File: src/rtl/breakout_pkg.sv
// Shared breakout definitions: FSM state codes, default
// game parameters and the saturating BCD score increment.
package breakout_pkg;

    typedef enum logic [2:0] {
        ST_NEWGAME = 3'd0,
        ST_PLAY    = 3'd1,
        ST_NEWBALL = 3'd2,
        ST_OVER    = 3'd3,
        ST_WIN     = 3'd4
    } state_t;

    localparam int LIVES_INIT_DEF  = 3;
    localparam int NUM_BRICKS_DEF  = 6;
    localparam int DELAY_TICKS_DEF = 120;

    // Two-digit BCD +1, sticking at 99.
    function automatic logic [7:0] bcd_inc(input logic [7:0] s);
        logic [7:0] r;
        if (s == 8'h99)
            r = s;
        else if (s[3:0] == 4'd9)
            r = {s[7:4] + 4'd1, 4'd0};
        else
            r = {s[7:4], s[3:0] + 4'd1};
        return r;
    endfunction

endpackage

File: src/rtl/game_timer.sv
// Frame-tick pause timer: load to DELAY_TICKS, count down
// on refresh ticks, park at zero.
module game_timer
    import breakout_pkg::*;
#(
    parameter int DELAY_TICKS = DELAY_TICKS_DEF
) (
    input  logic clk,
    input  logic reset,
    input  logic load,
    input  logic tick,
    output logic done
);

    logic [6:0] count;

    // Load wins over a coincident tick; zero is sticky.
    always_ff @(posedge clk or posedge reset) begin
        if (reset)
            count <= 7'd0;
        else if (load)
            count <= 7'(DELAY_TICKS);
        else if (tick && count != 7'd0)
            count <= count - 7'd1;
    end

    assign done = (count == 7'd0);

endmodule

File: src/rtl/breakout_game_ctrl.sv
// Breakout game sequencer: state FSM, BCD score, lives and
// brick bookkeeping, all outputs registered.
module breakout_game_ctrl
    import breakout_pkg::*;
#(
    parameter int LIVES_INIT  = LIVES_INIT_DEF,
    parameter int NUM_BRICKS  = NUM_BRICKS_DEF,
    parameter int DELAY_TICKS = DELAY_TICKS_DEF
) (
    input  logic       clk,
    input  logic       reset,
    input  logic       refr_tick,
    input  logic [4:0] btn,
    input  logic       hit,
    input  logic       miss,
    output logic       gra_still,
    output logic [2:0] game_state,
    output logic [3:0] score_d1,
    output logic [3:0] score_d0,
    output logic [1:0] lives,
    output logic [5:0] bricks_left
);

    localparam logic [1:0] LIVES0  = 2'(LIVES_INIT);
    localparam logic [5:0] BRICKS0 = 6'(NUM_BRICKS);

    state_t     state_q, state_n;
    logic [7:0] score_q, score_n;
    logic [1:0] lives_q, lives_n;
    logic [5:0] bricks_q, bricks_n;
    logic       still_q;
    logic       load;
    logic       done;

    game_timer #(
        .DELAY_TICKS(DELAY_TICKS)
    ) u_timer (
        .clk  (clk),
        .reset(reset),
        .load (load),
        .tick (refr_tick),
        .done (done)
    );

    // Next state and counter updates; WIN beats OVER/NEWBALL.
    always_comb begin
        state_n  = state_q;
        score_n  = score_q;
        lives_n  = lives_q;
        bricks_n = bricks_q;
        load     = 1'b0;
        case (state_q)
            ST_NEWGAME: begin
                if (|btn) begin
                    state_n  = ST_PLAY;
                    score_n  = 8'h00;
                    lives_n  = LIVES0;
                    bricks_n = BRICKS0;
                end
            end
            ST_PLAY: begin
                if (hit) begin
                    score_n = bcd_inc(score_q);
                    if (bricks_q != 6'd0)
                        bricks_n = bricks_q - 6'd1;
                end
                if (miss && lives_q != 2'd0)
                    lives_n = lives_q - 2'd1;
                if (hit && bricks_q == 6'd1) begin
                    state_n = ST_WIN;
                    load    = 1'b1;
                end else if (miss) begin
                    state_n = (lives_q <= 2'd1) ? ST_OVER
                                                : ST_NEWBALL;
                    load    = 1'b1;
                end
            end
            ST_NEWBALL: begin
                if (done && |btn)
                    state_n = ST_PLAY;
            end
            ST_OVER, ST_WIN: begin
                if (done)
                    state_n = ST_NEWGAME;
            end
            default: state_n = ST_NEWGAME;
        endcase
    end

    // State, game counters and the freeze flag.
    always_ff @(posedge clk or posedge reset) begin
        if (reset) begin
            state_q  <= ST_NEWGAME;
            score_q  <= 8'h00;
            lives_q  <= LIVES0;
            bricks_q <= BRICKS0;
            still_q  <= 1'b1;
        end else begin
            state_q  <= state_n;
            score_q  <= score_n;
            lives_q  <= lives_n;
            bricks_q <= bricks_n;
            still_q  <= (state_n != ST_PLAY);
        end
    end

    assign game_state  = state_q;
    assign gra_still   = still_q;
    assign score_d1    = score_q[7:4];
    assign score_d0    = score_q[3:0];
    assign lives       = lives_q;
    assign bricks_left = bricks_q;

endmodule

File: config.mk
export PLATFORM = sky130hd
export DESIGN_NAME = breakout_game_ctrl
export DESIGN_NICKNAME = d
export VERILOG_FILES = /design/src/rtl/breakout_pkg.sv /design/src/rtl/game_timer.sv /design/src/rtl/breakout_game_ctrl.sv
export SDC_FILE = /design/constraint.sdc
export NUM_CORES = 1
export LEC_CHECK = 0
export BUFFER_PORTS_ARGS = -buffer_cell sky130_fd_sc_hd__buf_2
export CAP_MARGIN = 20
export CORE_MARGIN = 2
export CORE_UTILIZATION = 50
export DETAILED_ROUTE_END_ITERATION = 10
export PLACE_DENSITY = 0.84
export SLEW_MARGIN = 20
export SYNTH_ARGS = -nofsm -noshare
export SYNTH_HDL_FRONTEND = slang
export SYNTH_SLANG_ARGS = --single-unit
File: constraint.sdc
create_clock -name clk -period 5.55 [get_ports clk]
set_clock_uncertainty 0.2 [all_clocks]
set_input_delay 1.11 -clock clk [delete_from_list [all_inputs] [get_ports clk]]
set_output_delay 1.11 -clock clk [all_outputs]
set_load 0.005 [all_outputs]
Word-level counts from Yosys, hierarchy flattened
Cells that the tools add are included.
{ "totals": {"reg_bits": 27, "in_bits": 10, "word_cells": 68} }
{ "classes": {"n_addsub": 5, "n_lt_le_gt_ge": 1, "eq_ne": 14, "mux": 24, "reduce_logical": 17} }
{ "ops": {"columns": ["op", "n"], "rows": [
  ["2-to-1 mux 8 bit", 4],
  ["2-to-1 mux 6 bit", 3],
  ["case mux 8 bit (2 select lines)", 1],
  ["2-to-1 mux 3 bit", 5],
  ["2-to-1 mux 7 bit", 2],
  ["!= test 2 bit, second input constant", 6],
  ["case mux 3 bit (4 select lines)", 1],
  ["case mux 6 bit (2 select lines)", 1],
  ["adder 4 x 1 -> 4 bit, second input constant", 2],
  ["== test 8 bit, second input constant", 1],
  ["AND reduction 4 bit", 2],
  ["logical NOT 7 bit", 1],
  ["nonzero test 7 bit", 1],
  ["subtractor 7 x 1 -> 7 bit, second input constant", 1],
  ["== test 3 x 2 -> 1 bit, second input constant", 2],
  ["== test 6 x 1 -> 1 bit, second input constant", 1],
  ["nonzero test 2 bit", 3],
  ["nonzero test 6 bit", 1],
  ["subtractor 6 x 1 -> 6 bit, second input constant", 1],
  ["AND reduction 5 bit", 1],
  ["OR reduction 5 bit", 1],
  ["== test 4 bit, second input constant", 1],
  ["logical AND 1 bit", 4],
  ["2-to-1 mux 1 bit", 4],
  ["other kinds (10)", 11]
]} }

Longest topological paths before layout
{ "logic_depth": {"word_depth": 6, "depth_mapped": 8} }

Hierarchy
A second synthesis with hierarchy kept.
{ "hier_totals": {"hier_cells": 173, "area_unflattened_um2": 1656.6} }
{ "modules_own_cells": {"columns": ["module", "n_inst", "cells_each", "area_each_um2", "seq_area_each_um2"], "rows": [
  ["breakout_game_ctrl", 1, 133, 1258.7, 506.7],
  ["game_timer", 1, 40, 397.9, 175.2]
]} }

Worst setup path after synthesis
No wires, ideal clock.
{ "synth_timing": {"kind": "in2reg", "startpoint": "input port btn[1]", "endpoint": "register bricks_q[2], in the netlist bricks_left[2]", "setup_time_ps": 80, "t_arrival_ps": 2437, "required_time_ps": 5270, "slack_ps": 2833, "path_stages": 5, "cell_sequence": "or4_1 or3_1 nand3_1 a21oi_1 o22a_1"} }
{ "synth_between": {"elab_chain_len": 3} }
{ "synth_lines": {"columns": ["item", "line", "text"], "rows": [
  ["start: declaration", "breakout_game_ctrl.sv:13", "input logic [4:0] btn,"],
  ["OR reduction 5 bit", "breakout_game_ctrl.sv:54", "if (|btn) begin"],
  ["!= test 2 bit (no source line)", null, null],
  ["AND reduction 4 bit (no source line)", null, null],
  ["end signal: assignment", "breakout_game_ctrl.sv:102", "bricks_q <= bricks_n;"],
  ["end: declaration", "breakout_game_ctrl.sv:30", "logic [5:0] bricks_q, bricks_n;"]
]} }
Every way passes these cells.
A chain may end at the register's enable or synchronous reset.

Worst setup path after layout
{ "layout_timing": {"startpoint": "input port btn[1]", "endpoint": "register score_q[7]"} }
{ "layout_between": {"elab_chain_len": 3} }
{ "layout_lines": {"columns": ["item", "line", "text"], "rows": [
  ["OR reduction 5 bit", "breakout_game_ctrl.sv:54", null],
  ["!= test 2 bit (no source line)", null, null],
  ["AND reduction 5 bit (no source line)", null, null],
  ["end signal: assignment", "breakout_game_ctrl.sv:100", "score_q <= score_n;"],
  ["end: declaration", "breakout_game_ctrl.sv:28", "logic [7:0] score_q, score_n;"]
]} }
Every way passes these cells.

==> flow_summary_export.csv <==
group,metric,value,unit
synth,synth.net_count,188,
worst_hold_path,worstHoldEndpoint,"score_q[3]$_DFFE_PP0P_",
cells_and_area,antennaDiodeCount,0,
synth,yosysMostFrequentCell,"dfrtp_1",
place,place_area,1710,um^2
floorplanning,die_y,59.4,um
setup_path,cp-startpoint,"btn[1]",
power,pwr-share-comb,37.7,%
clock_network,tritoncts,"yes",
setup_path,crit_path_max_incr_delay,0.55,ns
setup_path,worst_path_max_delay_cell,"or4_1",
place,hpwl,2430,um
clock_network,htreeDepth,1,
route,routed_wl,3250,um
floorplanning,fp.coreArea,2980,um^2
worst_hold_path,hold_path_depth,1,
synth,yosys.area_share.simple,26.1,%
sta,finalSetupViolCount,0,
sta,final-hold-violation-count,0,
clock_network,post_cts_buffers,0,
setup_path,required,5.55,ns
route,num_vias,1352,
power,ir_worst_vdd,0.274,mV
global_route,globalRouteTotalUtil,20.2,%
setup_path,critical_path_class,"input pin to flop",
synth,yosys_warnings,0,
synth,ys_async_sr_fraction,100,%
setup_path,cp.arrival,2.57,ns
setup_path,r2r_cells,6,
synth,synth_top_area_cell,"dfrtp_1",
floorplanning,start_util,51.6,%
global_route,grt_pass1_wl,5360,um
clock_network,clock-sinks,27,
sta,period_minus_slack,2.57,ns
synth,synth_top_area_share,35.8,%
synth,synth_top_family_by_area,"simple AND/OR/NAND/NOR gates",
worst_hold_path,hp-start,"score_q[3]$_DFFE_PP0P_",
route,drc,0,
synth,synth_fa_ha_area_share,8.14,%
place,port_buffers,29,
clock_network,ctsHoldBuffers,0,
synth,synth_area_leaders,"dfrtp_1 (36%), dfstp_2 (8.6%), ha_1 (8.1%)",
route,drt_iter0_drc,71,
place,place_inst,226,
place,gp_congestion,0.867,
power,leakagePower,0.799,nW
power,p_switching,0.277,mW
route,vias_per_cell,5.85,
route,drtPass1Iterations,4,
sta,clock.fmax,390,MHz
route,wl_per_cell,14.1,um
cells_and_area,fin_cells,231,
run_status,status,"finished clean",
cells_and_area,syn2layout_area_growth,14.7,%
setup_path,crit_top_cell,"or4_1",
synth,synth_commonest_cells,"dfrtp_1 (22), nor2_1 (15), nand2_1 (14)",
synth,synth-compound-area-share,13.4,%
cells_and_area,drive_gt1_share,23.2,%
clock_network,post_cts_resized,0,
route,postRouteAntennaNets,0,
power,p_int,0.397,mW
sta,period_share,46.2,%
synth,ys_types,41,
flow_run,cap_violations,0,
cells_and_area,final_nets,219,
synth,ys.flop_type,"dfrtp_1",
global_route,grt_max_degree,28,
synth,synth_area,1540,um^2
setup_path,r2r-end,"score_q[7]$_DFFE_PP0P_",
global_route,grt_overflow,0,
sta,rsz0062_at_grt,"no",
clock_network,cts_buffer_depth,2,
setup_path,crit_chain,"buf_2, or4_1, nor3_1, or3_1, or4_1, a21oi_1",
clock_network,worst_skew_pair.late_latency,0.34,ns
setup_path,critPathCaptureType,"flop",
worst_hold_path,hp-class,"flop to flop",
setup_path,r2r_slack,3.21,ns
sta,maxSlewViolCount,0,
clock_network,numCtsBuffers,3,
synth,synth_edf_count,0,
floorplanning,rows,20,
power,seq_power_share,49.4,%
sta,tightest_slew,0.761,ns
global_route,antenna_found_initial,0,
cells_and_area,final_area,1760,um^2
setup_path,worstPathMaxFanout,10,
floorplanning,top_level_ports,30,
synth,ys_ff_latch,27,
setup_path,start_kind,"input pin",
clock_network,cts.clk_slew.worst_paths,0.14,ns
setup_path,regToRegStartpoint,"score_q[0]$_DFFE_PP0P_",
floorplanning,die_x,59.4,um
synth,synth_xor_area_share,2.85,%
sta,slew_headroom,48.9,%
power,netSwitchingFraction,41.0,%
synth,synth_mux_area_share,0.651,%
sta,tns,0,ns
setup_path,cp_top_family,"simple AND/OR/NAND/NOR gates",
synth,syn_inst,168,
cells_and_area,postLayoutCoreUtil,59.2,%
clock_network,cts_root_buffer,"clkbuf_4",
floorplanning,die_area,3530,um^2
power,pwr-share-clk,12.8,%
power,power_per_cell_area,382,nW/um^2
global_route,grt_pass1_vias,1202,
synth,yosysSeqAreaShare,44.4,%
setup_path,worst-path-buf-inv,1,
synth,syn_area_per_cell,9.15,um^2
worst register-to-register path, stage by stage, from the launching register on:
cell and delay, ns:
dfrtp_1 0.46, ha_1 0.22, nand3b_1 0.16, nor4_1 0.08
or3_1 0.45, or4_1 0.54, a21oi_1 0.15
layout by cell type (no fill, tap or decap), types with 4 or more instances in the layout:
cell / Yosys / layout
dfstp_2: 5 / 5
nand2_1: 14 / 14
nor2_1: 15 / 15
nand3_1: 11 / 11
o21ai_0: 10 / 10
xor2_1: 4 / 4
or3_1: 4 / 4
buf_2: 2 / 29
or4_1: 4 / 4
ha_1: 10 / 10
a21oi_1: 8 / 8
inv_1: 13 / 12
nor3_1: 8 / 8
dfrtp_1: 22 / 22
power by group through the flow:
stage	sequential [mW]	clock, mW	combinational (mW)
after detailed placement	0.334	0	0.253
after floorplan	0.317	0	0.187
after global routing	0.346	0.0960	0.287
after global placement	0.333	0	0.240
final	0.333	0.0866	0.254
after CTS	0.332	0.0902	0.253
stage by stage:
step | setup WS, ns | hold slack, ns | total power, mW
after global placement | 2.63 | 0.316 | 0.573
after detailed placement | 2.62 | 0.323 | 0.587
after floorplan | 2.83 | 0.294 | 0.504
after CTS | 3.00 | 0.347 | 0.675
after global routing | 2.87 | 0.372 | 0.729
final | 2.98 | 0.353 | 0.674
routing by layer:
metal,global-route usage [%],part of all wire [%],up-vias,routed length (um)
met2,29.8,46,30,1510
met5,0,0,-,0
met1,28.4,48,648,1560
li1,-,-,669,-
met3,5.02,4.3,5,140
met4,7.47,1.4,0,44
registers in the layout (all words and copies together) (netlist names):
name / count
bricks_left: 6
u_timer.count: 7
game_state: 3
gra_still: 1
lives: 2
score_q: 8
area by class of cell:
cell class | count | area (um^2)
Fill cell | 276 | 1210
Multi-Input combinational cell | 124 | 791
Sequential cell | 27 | 682
Timing Repair Buffer | 30 | 173
Inverter | 13 | 48.8
Tap cell | 33 | 41.3
Clock buffer | 3 | 22.5
Clock inverter | 1 | 5.00
how the worst max path moves through the flow:
stage                                      end  depth (start not counted)
floorplan           bricks_left[2]$_DFFE_PP1P_                          5
global placement        score_q[7]$_DFFE_PP0P_                          6
detailed placement      score_q[7]$_DFFE_PP0P_                          6
CTS                 bricks_left[2]$_DFFE_PP1P_                          6
global route            score_q[5]$_DFFE_PP0P_                          6
finish                  score_q[7]$_DFFE_PP0P_                          6
kinds of logic after synthesis:
family / count (synthesis)
muxes: 1
buffers and inverters: 17
xor gates and xnor gates: 5
AOI/OAI and AO/OA: 33
adders and majority gates: 10
DFF: 27
and+or+nand+nor: 75
No activity file was read; power rests on OpenSTA's default activity.
